$ cat src/rtl/block_serializer.sv
// Block serializer: pops 8*NUM_BYTES-bit blocks from a FIFO and streams
// them byte by byte over a valid/ready link, counting completed blocks.
//
// Ports:
//   clk, reset            clock, synchronous active-high reset
//   fifo_dout/_empty      block data and empty flag from the upstream FIFO
//   fifo_read_en          one-cycle pop request to the FIFO
//   tx_data/_valid/_ready byte stream towards the transmitter
//   busy                  FSM is not in IDLE
//   block_done            one-cycle pulse on acceptance of a block's last byte
//   block_count           blocks fully sent since reset (wraps at 16 bits)
module block_serializer #(
  parameter int NUM_BYTES  = 16,
  parameter int RD_LATENCY = 1,
  parameter bit MSB_FIRST  = 1'b1
) (
  input  logic                   clk,
  input  logic                   reset,
  input  logic [8*NUM_BYTES-1:0] fifo_dout,
  input  logic                   fifo_empty,
  output logic                   fifo_read_en,
  output logic [7:0]             tx_data,
  output logic                   tx_valid,
  input  logic                   tx_ready,
  output logic                   busy,
  output logic                   block_done,
  output logic [15:0]            block_count
);

  localparam int W  = 8 * NUM_BYTES;
  localparam int IW = (NUM_BYTES > 1) ? $clog2(NUM_BYTES) : 1;

  localparam logic [IW-1:0] LAST_IDX = IW'(NUM_BYTES - 1);
  localparam logic [1:0]    LAT_LAST = 2'(RD_LATENCY - 1);

  typedef enum logic [1:0] {
    IDLE = 2'd0,
    REQ  = 2'd1,
    WAIT = 2'd2,
    SEND = 2'd3
  } state_e;

  state_e         state_q, state_d;
  logic [W-1:0]   shreg_q, shreg_d;
  logic [IW-1:0]  idx_q,   idx_d;
  logic [1:0]     lat_q,   lat_d;
  logic           rd_q,    rd_d;
  logic [7:0]     data_q,  data_d;
  logic           valid_q, valid_d;
  logic           busy_q,  busy_d;
  logic           done_q,  done_d;
  logic [15:0]    cnt_q,   cnt_d;

  logic accept;
  logic last;

  // The byte currently on offer always sits at the head of the
  // shift register; the head end depends on the transmit order.
  function automatic logic [7:0] head(input logic [W-1:0] v);
    if (MSB_FIRST) return v[W-1 -: 8];
    return v[7:0];
  endfunction

  function automatic logic [W-1:0] drop(input logic [W-1:0] v);
    if (MSB_FIRST) return v << 8;
    return v >> 8;
  endfunction

  assign accept = valid_q & tx_ready;
  assign last   = (idx_q == LAST_IDX);

  // State and output registers.
  always_ff @(posedge clk) begin
    if (reset) begin
      state_q <= IDLE;
      shreg_q <= '0;
      idx_q   <= '0;
      lat_q   <= '0;
      rd_q    <= 1'b0;
      data_q  <= '0;
      valid_q <= 1'b0;
      busy_q  <= 1'b0;
      done_q  <= 1'b0;
      cnt_q   <= '0;
    end else begin
      state_q <= state_d;
      shreg_q <= shreg_d;
      idx_q   <= idx_d;
      lat_q   <= lat_d;
      rd_q    <= rd_d;
      data_q  <= data_d;
      valid_q <= valid_d;
      busy_q  <= busy_d;
      done_q  <= done_d;
      cnt_q   <= cnt_d;
    end
  end

  // Next-state logic.
  always_comb begin
    state_d = state_q;
    unique case (state_q)
      IDLE: if (!fifo_empty)          state_d = REQ;
      REQ:                            state_d = WAIT;
      WAIT: if (lat_q == LAT_LAST)    state_d = SEND;
      SEND: if (accept && last)       state_d = IDLE;
    endcase
  end

  // Datapath and registered-output next values. Outputs are computed
  // from state_d so that each one is valid in the cycle its state holds.
  always_comb begin
    shreg_d = shreg_q;
    idx_d   = idx_q;
    lat_d   = lat_q;
    data_d  = data_q;
    valid_d = valid_q;
    cnt_d   = cnt_q;
    done_d  = 1'b0;
    rd_d    = (state_d == REQ);
    busy_d  = (state_d != IDLE);
    unique case (state_q)
      IDLE: ;
      REQ:  lat_d = '0;
      WAIT: begin
        if (lat_q == LAT_LAST) begin
          shreg_d = fifo_dout;
          data_d  = head(fifo_dout);
          valid_d = 1'b1;
          idx_d   = '0;
          lat_d   = '0;
        end else begin
          lat_d = lat_q + 2'd1;
        end
      end
      SEND: begin
        if (accept) begin
          if (last) begin
            valid_d = 1'b0;
            done_d  = 1'b1;
            cnt_d   = cnt_q + 16'd1;
          end else begin
            shreg_d = drop(shreg_q);
            data_d  = head(drop(shreg_q));
            idx_d   = idx_q + 1'b1;
          end
        end
      end
    endcase
  end

  assign fifo_read_en = rd_q;
  assign tx_data      = data_q;
  assign tx_valid     = valid_q;
  assign busy         = busy_q;
  assign block_done   = done_q;
  assign block_count  = cnt_q;

endmodule
$ cat config.mk
export PLATFORM = sky130hd
export DESIGN_NAME = block_serializer
export DESIGN_NICKNAME = d
export VERILOG_FILES = /design/src/rtl/block_serializer.sv
export SDC_FILE = /design/constraint.sdc
export NUM_CORES = 1
export LEC_CHECK = 0
export ABC_AREA = 1
export CAP_MARGIN = 40
export CORE_ASPECT_RATIO = 2
export CORE_MARGIN = 2
export CORE_UTILIZATION = 40
export CTS_CLUSTER_SIZE = 24
export DETAILED_ROUTE_END_ITERATION = 8
export PLACE_DENSITY = 0.72
export SLEW_MARGIN = 20
export SYNTH_ARGS = -nofsm -noshare
export SYNTH_HDL_FRONTEND = slang
export SYNTH_SLANG_ARGS = --single-unit
$ cat constraint.sdc
create_clock -name clk -period 4.7 [get_ports clk]
set_clock_uncertainty 0.2 [all_clocks]
set_input_delay 0.47 -clock clk [delete_from_list [all_inputs] [get_ports clk]]
set_output_delay 0.47 -clock clk [all_outputs]
set_load 0.1 [all_outputs]
# Yosys cells after proc, flatten, opt, wreduce, memory -nomap -nowiden
# Index checks and enable logic that the tools add are counted.
[totals]
wordCells = 65
ram_bits = 0
mem_bits_ro = 0
ff_bits = 164
memories = 0
latch_bits = 0
input_bits = 132
output_inout_bits = 28
[op_classes]
eq_ne = 9
n_reduce_logical = 10
n_shift = 0
multipliers = 0
bitwise = 3
n_addsub = 3
mux = 30
magnitude_cmp = 0
div_mod_pow = 0
[op_table]
columns = ["operator", "n"]
rows = [
  ["128-bit two-way mux", 4],
  ["128-bit case mux with 2 select lines", 1],
  ["8-bit two-way mux", 5],
  ["16-bit by 1-bit adder with 16-bit output, second input constant", 1],
  ["8-bit case mux with 2 select lines", 1],
  ["4-bit two-way mux", 3],
  ["1-bit two-way mux", 8],
  ["2-bit two-way mux", 4],
  ["2-bit inequality test, second input constant", 4],
  ["2-bit case mux with 4 select lines", 1],
  ["4-bit case mux with 2 select lines", 1],
  ["4-bit AND reduction", 2],
  ["2-bit nonzero test", 3],
  ["4-bit by 1-bit adder with 4-bit output, second input constant", 1],
  ["2-bit by 1-bit == test with 1-bit output, second input constant", 2],
  ["2-bit == test, second input constant", 2],
  ["4-bit == test, second input constant", 1],
  ["2-bit logical NOT", 2],
  ["2-bit case mux with 2 select lines", 1],
  ["3-bit AND reduction", 1],
  ["3-bit OR reduction", 1],
  ["2-bit by 1-bit adder with 2-bit output, second input constant", 1],
  ["1-bit inverter", 2],
  ["1-bit case mux with 2 select lines", 1],
  ["other kinds (2)", 2],
]

# Longest topological paths before layout
[depth]
depth_word = 9
mapped_depth = 10
depth_no_buf = 9

# Worst setup path before layout
# OpenSTA, ideal clock, no wires.
[synth_path]
path_type = "flip-flop to flip-flop"
from = "register valid_q (netlist: tx_valid)"
to = "register shreg_q[104]"
synth_period_minus_slack_ns = 2.303
path_stages_with_launch = 8
arrival_time_ns = 1.987
path_buffers = 2
required_ns = 4.384
setup_ns = 0.116
slack_ns = 2.397
path_cell_list = "dfxtp_1 -> nand2_1 -> nand2_1 -> nand3_2 -> buf_4 -> clkbuf_1 -> o21ai_0 -> nor2_1"
[synth_via]
elab_chain_cells = 3
[synth_lines]
columns = ["item", "line_no", "rtl"]
rows = [
  ["from (decl)", "49", "logic valid_q, valid_d;"],
  ["from (signal assigned)", "92", "valid_q <= valid_d;"],
  ["1-bit bitwise AND", "69", "assign accept = valid_q & tx_ready;"],
  ["2-bit inequality test (no source line)", "n/a", ""],
  ["4-bit AND reduction (no source line)", "n/a", ""],
  ["to (signal assigned)", "87", "shreg_q <= shreg_d;"],
  ["to (decl)", "44", "logic [W-1:0] shreg_q, shreg_d;"],
]
# Every way passes these cells.
# A chain may end at the register's enable or synchronous reset.

# Worst setup path after layout
[layout_path]
from = "register state_q[1]"
to = "register shreg_q[43]"
[layout_via]
elab_chain_cells = 3
elab_cells_between_ends = 8
classes_between = "eq/ne: 5; mux: 1; reduce/logical: 2"
[layout_lines]
columns = ["item", "line_no", "rtl"]
rows = [
  ["from (decl)", "43", "state_e state_q, state_d;"],
  ["from (signal assigned)", "86", "state_q <= state_d;"],
  ["2-bit == test", "122", "unique case (state_q)"],
  ["2-bit inequality test (no source line) or 2-bit nonzero test (tied branches)", "n/a", ""],
  ["4-bit AND reduction (no source line)", "n/a", ""],
]
# Parallel ways exist; a longest one is shown, timed or not.

==> run_results.csv <==
group,metric,value,unit
layout,layout-drive-gt1-share,5.87,%
die,io_pins,160,
synthesis,syn-mean-instance-area,6.29,um2
layout,final_core_util,55.3,%
die,fp.dieH,195,um
worst_setup_path,worst-setup-path-type,"reg -> reg",
power,vdd_ir_drop_max,0.000246,V
place,place.detailed.hpwl,14800,um
route,avgRoutedWirePerCell,14.0,um
synthesis,synth.cell_area,7310,um2
timing,worst_hold_slack,264,ps
clocking,post_cts_buffers,0,
die,effective_utilization_at_floorplan,40.3,%
timing,finalHoldViolations,0,
clocking,clk-insertion-delay-late,420,ps
timing,finalCritPeriodShare,81.4,%
clocking,cts_buffer_depth,2,
global_route,globalRouteTotalUtil,21.9,%
route,drt_first_iter_violations,426,
clocking,clock_sinks,156,
clocking,cts_repair_resize_count,0,
route,detail-route-antenna-nets,0,
route,wirelength,21300,um
timing,report.final.slew_viol_count,0,
timing,rsz_0062_raised_after_global_routing,"no",
worst_setup_path,timing.critical_path.cells,"ha_4, clkinv_2, o21ai_2, nand3_4, inv_4, buf_4, nor2_1, nor2_1",
worst_setup_path,cpMostUsedCell,"sky130_fd_sc_hd__nor2_1",
clocking,cts_hold_buf,0,
timing,total_setup_violations_reported_at_the_end_of_the_flow,0,
worst_setup_path,timing.critical_path.max_delay_family,"buffers and inverters",
synthesis,synth.ff_latch_count,156,
worst_setup_path,crit_path_max_incr_delay,640,ps
timing,worst_slew_margin_rel,47.4,%
global_route,antenna_found_initial,0,
power,pwr_dens,497,nW/um2
global_route,globalRoute.totalOverflow,0,
place,place_congestion,0.833,
outcome,run_status,"complete, no violations",
global_route,grt_pass1_wl,34300,um
route,post_drt_via_cell_ratio,4.92,
synthesis,synth_fp_nets,1300,
worst_setup_path,timing.critical_path.buf_inv,3,
layout,num-nets-final,1438,
die,core_area,18100,um2
die,placement_rows,70,
timing,tns,0,ps
route,num_vias,7513,
die,die_x,99.6,um
synthesis,synth.lib_cells_used.distinct,22,
global_route,vias_in_the_first_global_route,7173,
timing,timing.final.crit_period,3830,ps
timing,timing.fmax,0.261,GHz
clocking,cts.clk_slew.worst_paths,70,ps
power,power_leakage,4.37,nW
flow_run,cap_violations,0,
synthesis,synth.yosys.seq_area_share,42.7,%
clocking,h-tree-depth,4,
worst_setup_path,worst_ep_arrival_time,3980,ps
clocking,cts_tree,"done",
place,port-buffer-count,159,
worst_setup_path,worst_setup_path_end_kind,"register",
clocking,cts_made_buffers,17,
synthesis,synthesis.instances,1161,
timing,tightestPinTransition,790,ps
route,detail_route.drc_violations,0,
die,fp.dieArea,19400,um2
clocking,clock-root-buffer,"sky130_fd_sc_hd__clkbuf_16",
layout,synthToLayoutAreaGrowth,37.3,%
worst_setup_path,startpoint_type,"register",
synthesis,ys.warnings.count,0,
worst_setup_path,critPathRequiredTime,4850,ps
worst_hold_path,hold_path_class,"reg -> reg",
worst_setup_path,slowest_stage,"sky130_fd_sc_hd__inv_4",
global_route,maximum_number_of_pins_on_one_net_before_global_route_repair,88,
worst_setup_path,critical_path_peak_fanout,59,
route,dr.pass1.iters,5,
layout,antenna-diode-count,0,
## cells by family (layout without fill, tap and decap cells)
| group | Yosys count | after routing | synth area share (%) |
|---|---|---|---|
| AND/OR/NAND/NOR | 731 | 731 | 38.2 |
| flip-flops | 156 | 156 | 42.7 |
| AO/OA/AOI/OAI | 150 | 150 | 10.4 |
| buffers and inverters | 113 | 264 | 6.97 |
| adder cells (fa/ha/maj) | 7 | 7 | 1.20 |
| XOR/XNOR | 4 | 4 | 0.480 |
## worst min-delay path: cells and delay by family, from the launching register on
| family | cells | cell delay, ps |
|---|---|---|
| AOI/OAI and AO/OA | 1 | 50 |
| and+or+nand+nor | 1 | 60 |
| DFF | 1 | 310 |
## through the flow
stage,power (W),cells,setup slack [ps],instance area (um2)
floorplan,0.00303,1161,2400,7310
global placement,0.00336,1467,1010,8880
detailed placement,0.00354,1496,906,9410
CTS,0.00502,1528,882,10000
global route,0.00530,1528,548,10000
finish,0.00499,1528,875,10000
## area by class of cell
cell class / instances / area [um2]
clock buffers: 17 / 425
clock inverters: 15 / 199
fillers: 1780 / 8100
inverters: 35 / 136
multi-input cells: 892 / 3690
flip-flops and latches: 156 / 3120
well taps: 216 / 270
repair buffers: 197 / 2180
## cell usage after synthesis, drive strengths merged
master  instances  area [um2]
nand3b          1        7.51
nand3          17        90.1
nand4           5        31.3
inv            35         131
dfxtp         156        3120
ha              7        87.6
a21oi          20         100
o21ai         129         649
clkbuf         42         158
xnor2           3        26.3
o211a           1        10.0
xor2            1        8.76
nor2          280        1050
buf            36         220
nor3            3        15.0
nand2         425        1600
## sequential cells by signal, indices dropped and copies added (netlist names), 2 cells and up
name	flops
state_q	2
shreg_q	128
idx_q	4
lat_q	2
block_count	16
## final timing paths
path                            startpoint     endpoint  slack (ps)  cells past startpoint
worst max-delay path            state_q[1]  shreg_q[43]         870                      8
worst min-delay path            shreg_q[0]   shreg_q[0]         260                      2
worst max register to register  state_q[1]  shreg_q[43]         870                      8
worst min register to register  shreg_q[0]   shreg_q[0]         260                      2
## power by group
| group | total [W] | leakage (nW) | switching (W) | internal, W |
|---|---|---|---|---|
| sequential | 0.00187 | 1.28 | 0.000184 | 0.00169 |
| clock | 0.00147 | 0.305 | 0.000614 | 0.000858 |
| combinational | 0.00165 | 2.79 | 0.00103 | 0.000614 |
## per-layer routing
| layer | wire length, um | vias to the layer above | track usage, % | share of wire, % |
|---|---|---|---|---|
| met5 | 0 | - | 0 | 0 |
| met4 | 824 | 0 | 10.5 | 3.9 |
| met3 | 811 | 49 | 3.26 | 3.8 |
| met2 | 11300 | 210 | 39.9 | 53 |
| met1 | 8410 | 3387 | 24.5 | 39 |
| li1 | - | 3867 | - | - |
## cell usage in the layout (no fill, tap or decap)
cell type / n
sky130_fd_sc_hd__nand2_1: 425
sky130_fd_sc_hd__nor2_1: 279
sky130_fd_sc_hd__clkdlybuf4s50_1: 159
sky130_fd_sc_hd__dfxtp_1: 156
sky130_fd_sc_hd__o21ai_0: 128
sky130_fd_sc_hd__inv_1: 32
sky130_fd_sc_hd__buf_8: 22
sky130_fd_sc_hd__a21oi_1: 20
sky130_fd_sc_hd__clkbuf_16: 17
sky130_fd_sc_hd__nand3_1: 16
sky130_fd_sc_hd__buf_4: 9
sky130_fd_sc_hd__inv_6: 8
sky130_fd_sc_hd__buf_16: 7
sky130_fd_sc_hd__ha_1: 6
sky130_fd_sc_hd__nand4_1: 5
sky130_fd_sc_hd__nor3_1: 3
sky130_fd_sc_hd__xnor2_1: 3
sky130_fd_sc_hd__bufinv_16: 3
sky130_fd_sc_hd__clkinv_2: 2
sky130_fd_sc_hd__inv_8: 2
sky130_fd_sc_hd__o21ai_2: 1
sky130_fd_sc_hd__nand3_4: 1
sky130_fd_sc_hd__inv_4: 1
sky130_fd_sc_hd__o211a_1: 1
sky130_fd_sc_hd__nor2_2: 1
sky130_fd_sc_hd__nand3b_1: 1
sky130_fd_sc_hd__xor2_1: 1
sky130_fd_sc_hd__ha_4: 1
sky130_fd_sc_hd__clkinvlp_4: 1
sky130_fd_sc_hd__clkinv_4: 1
(Power assumes the default switching activity.)
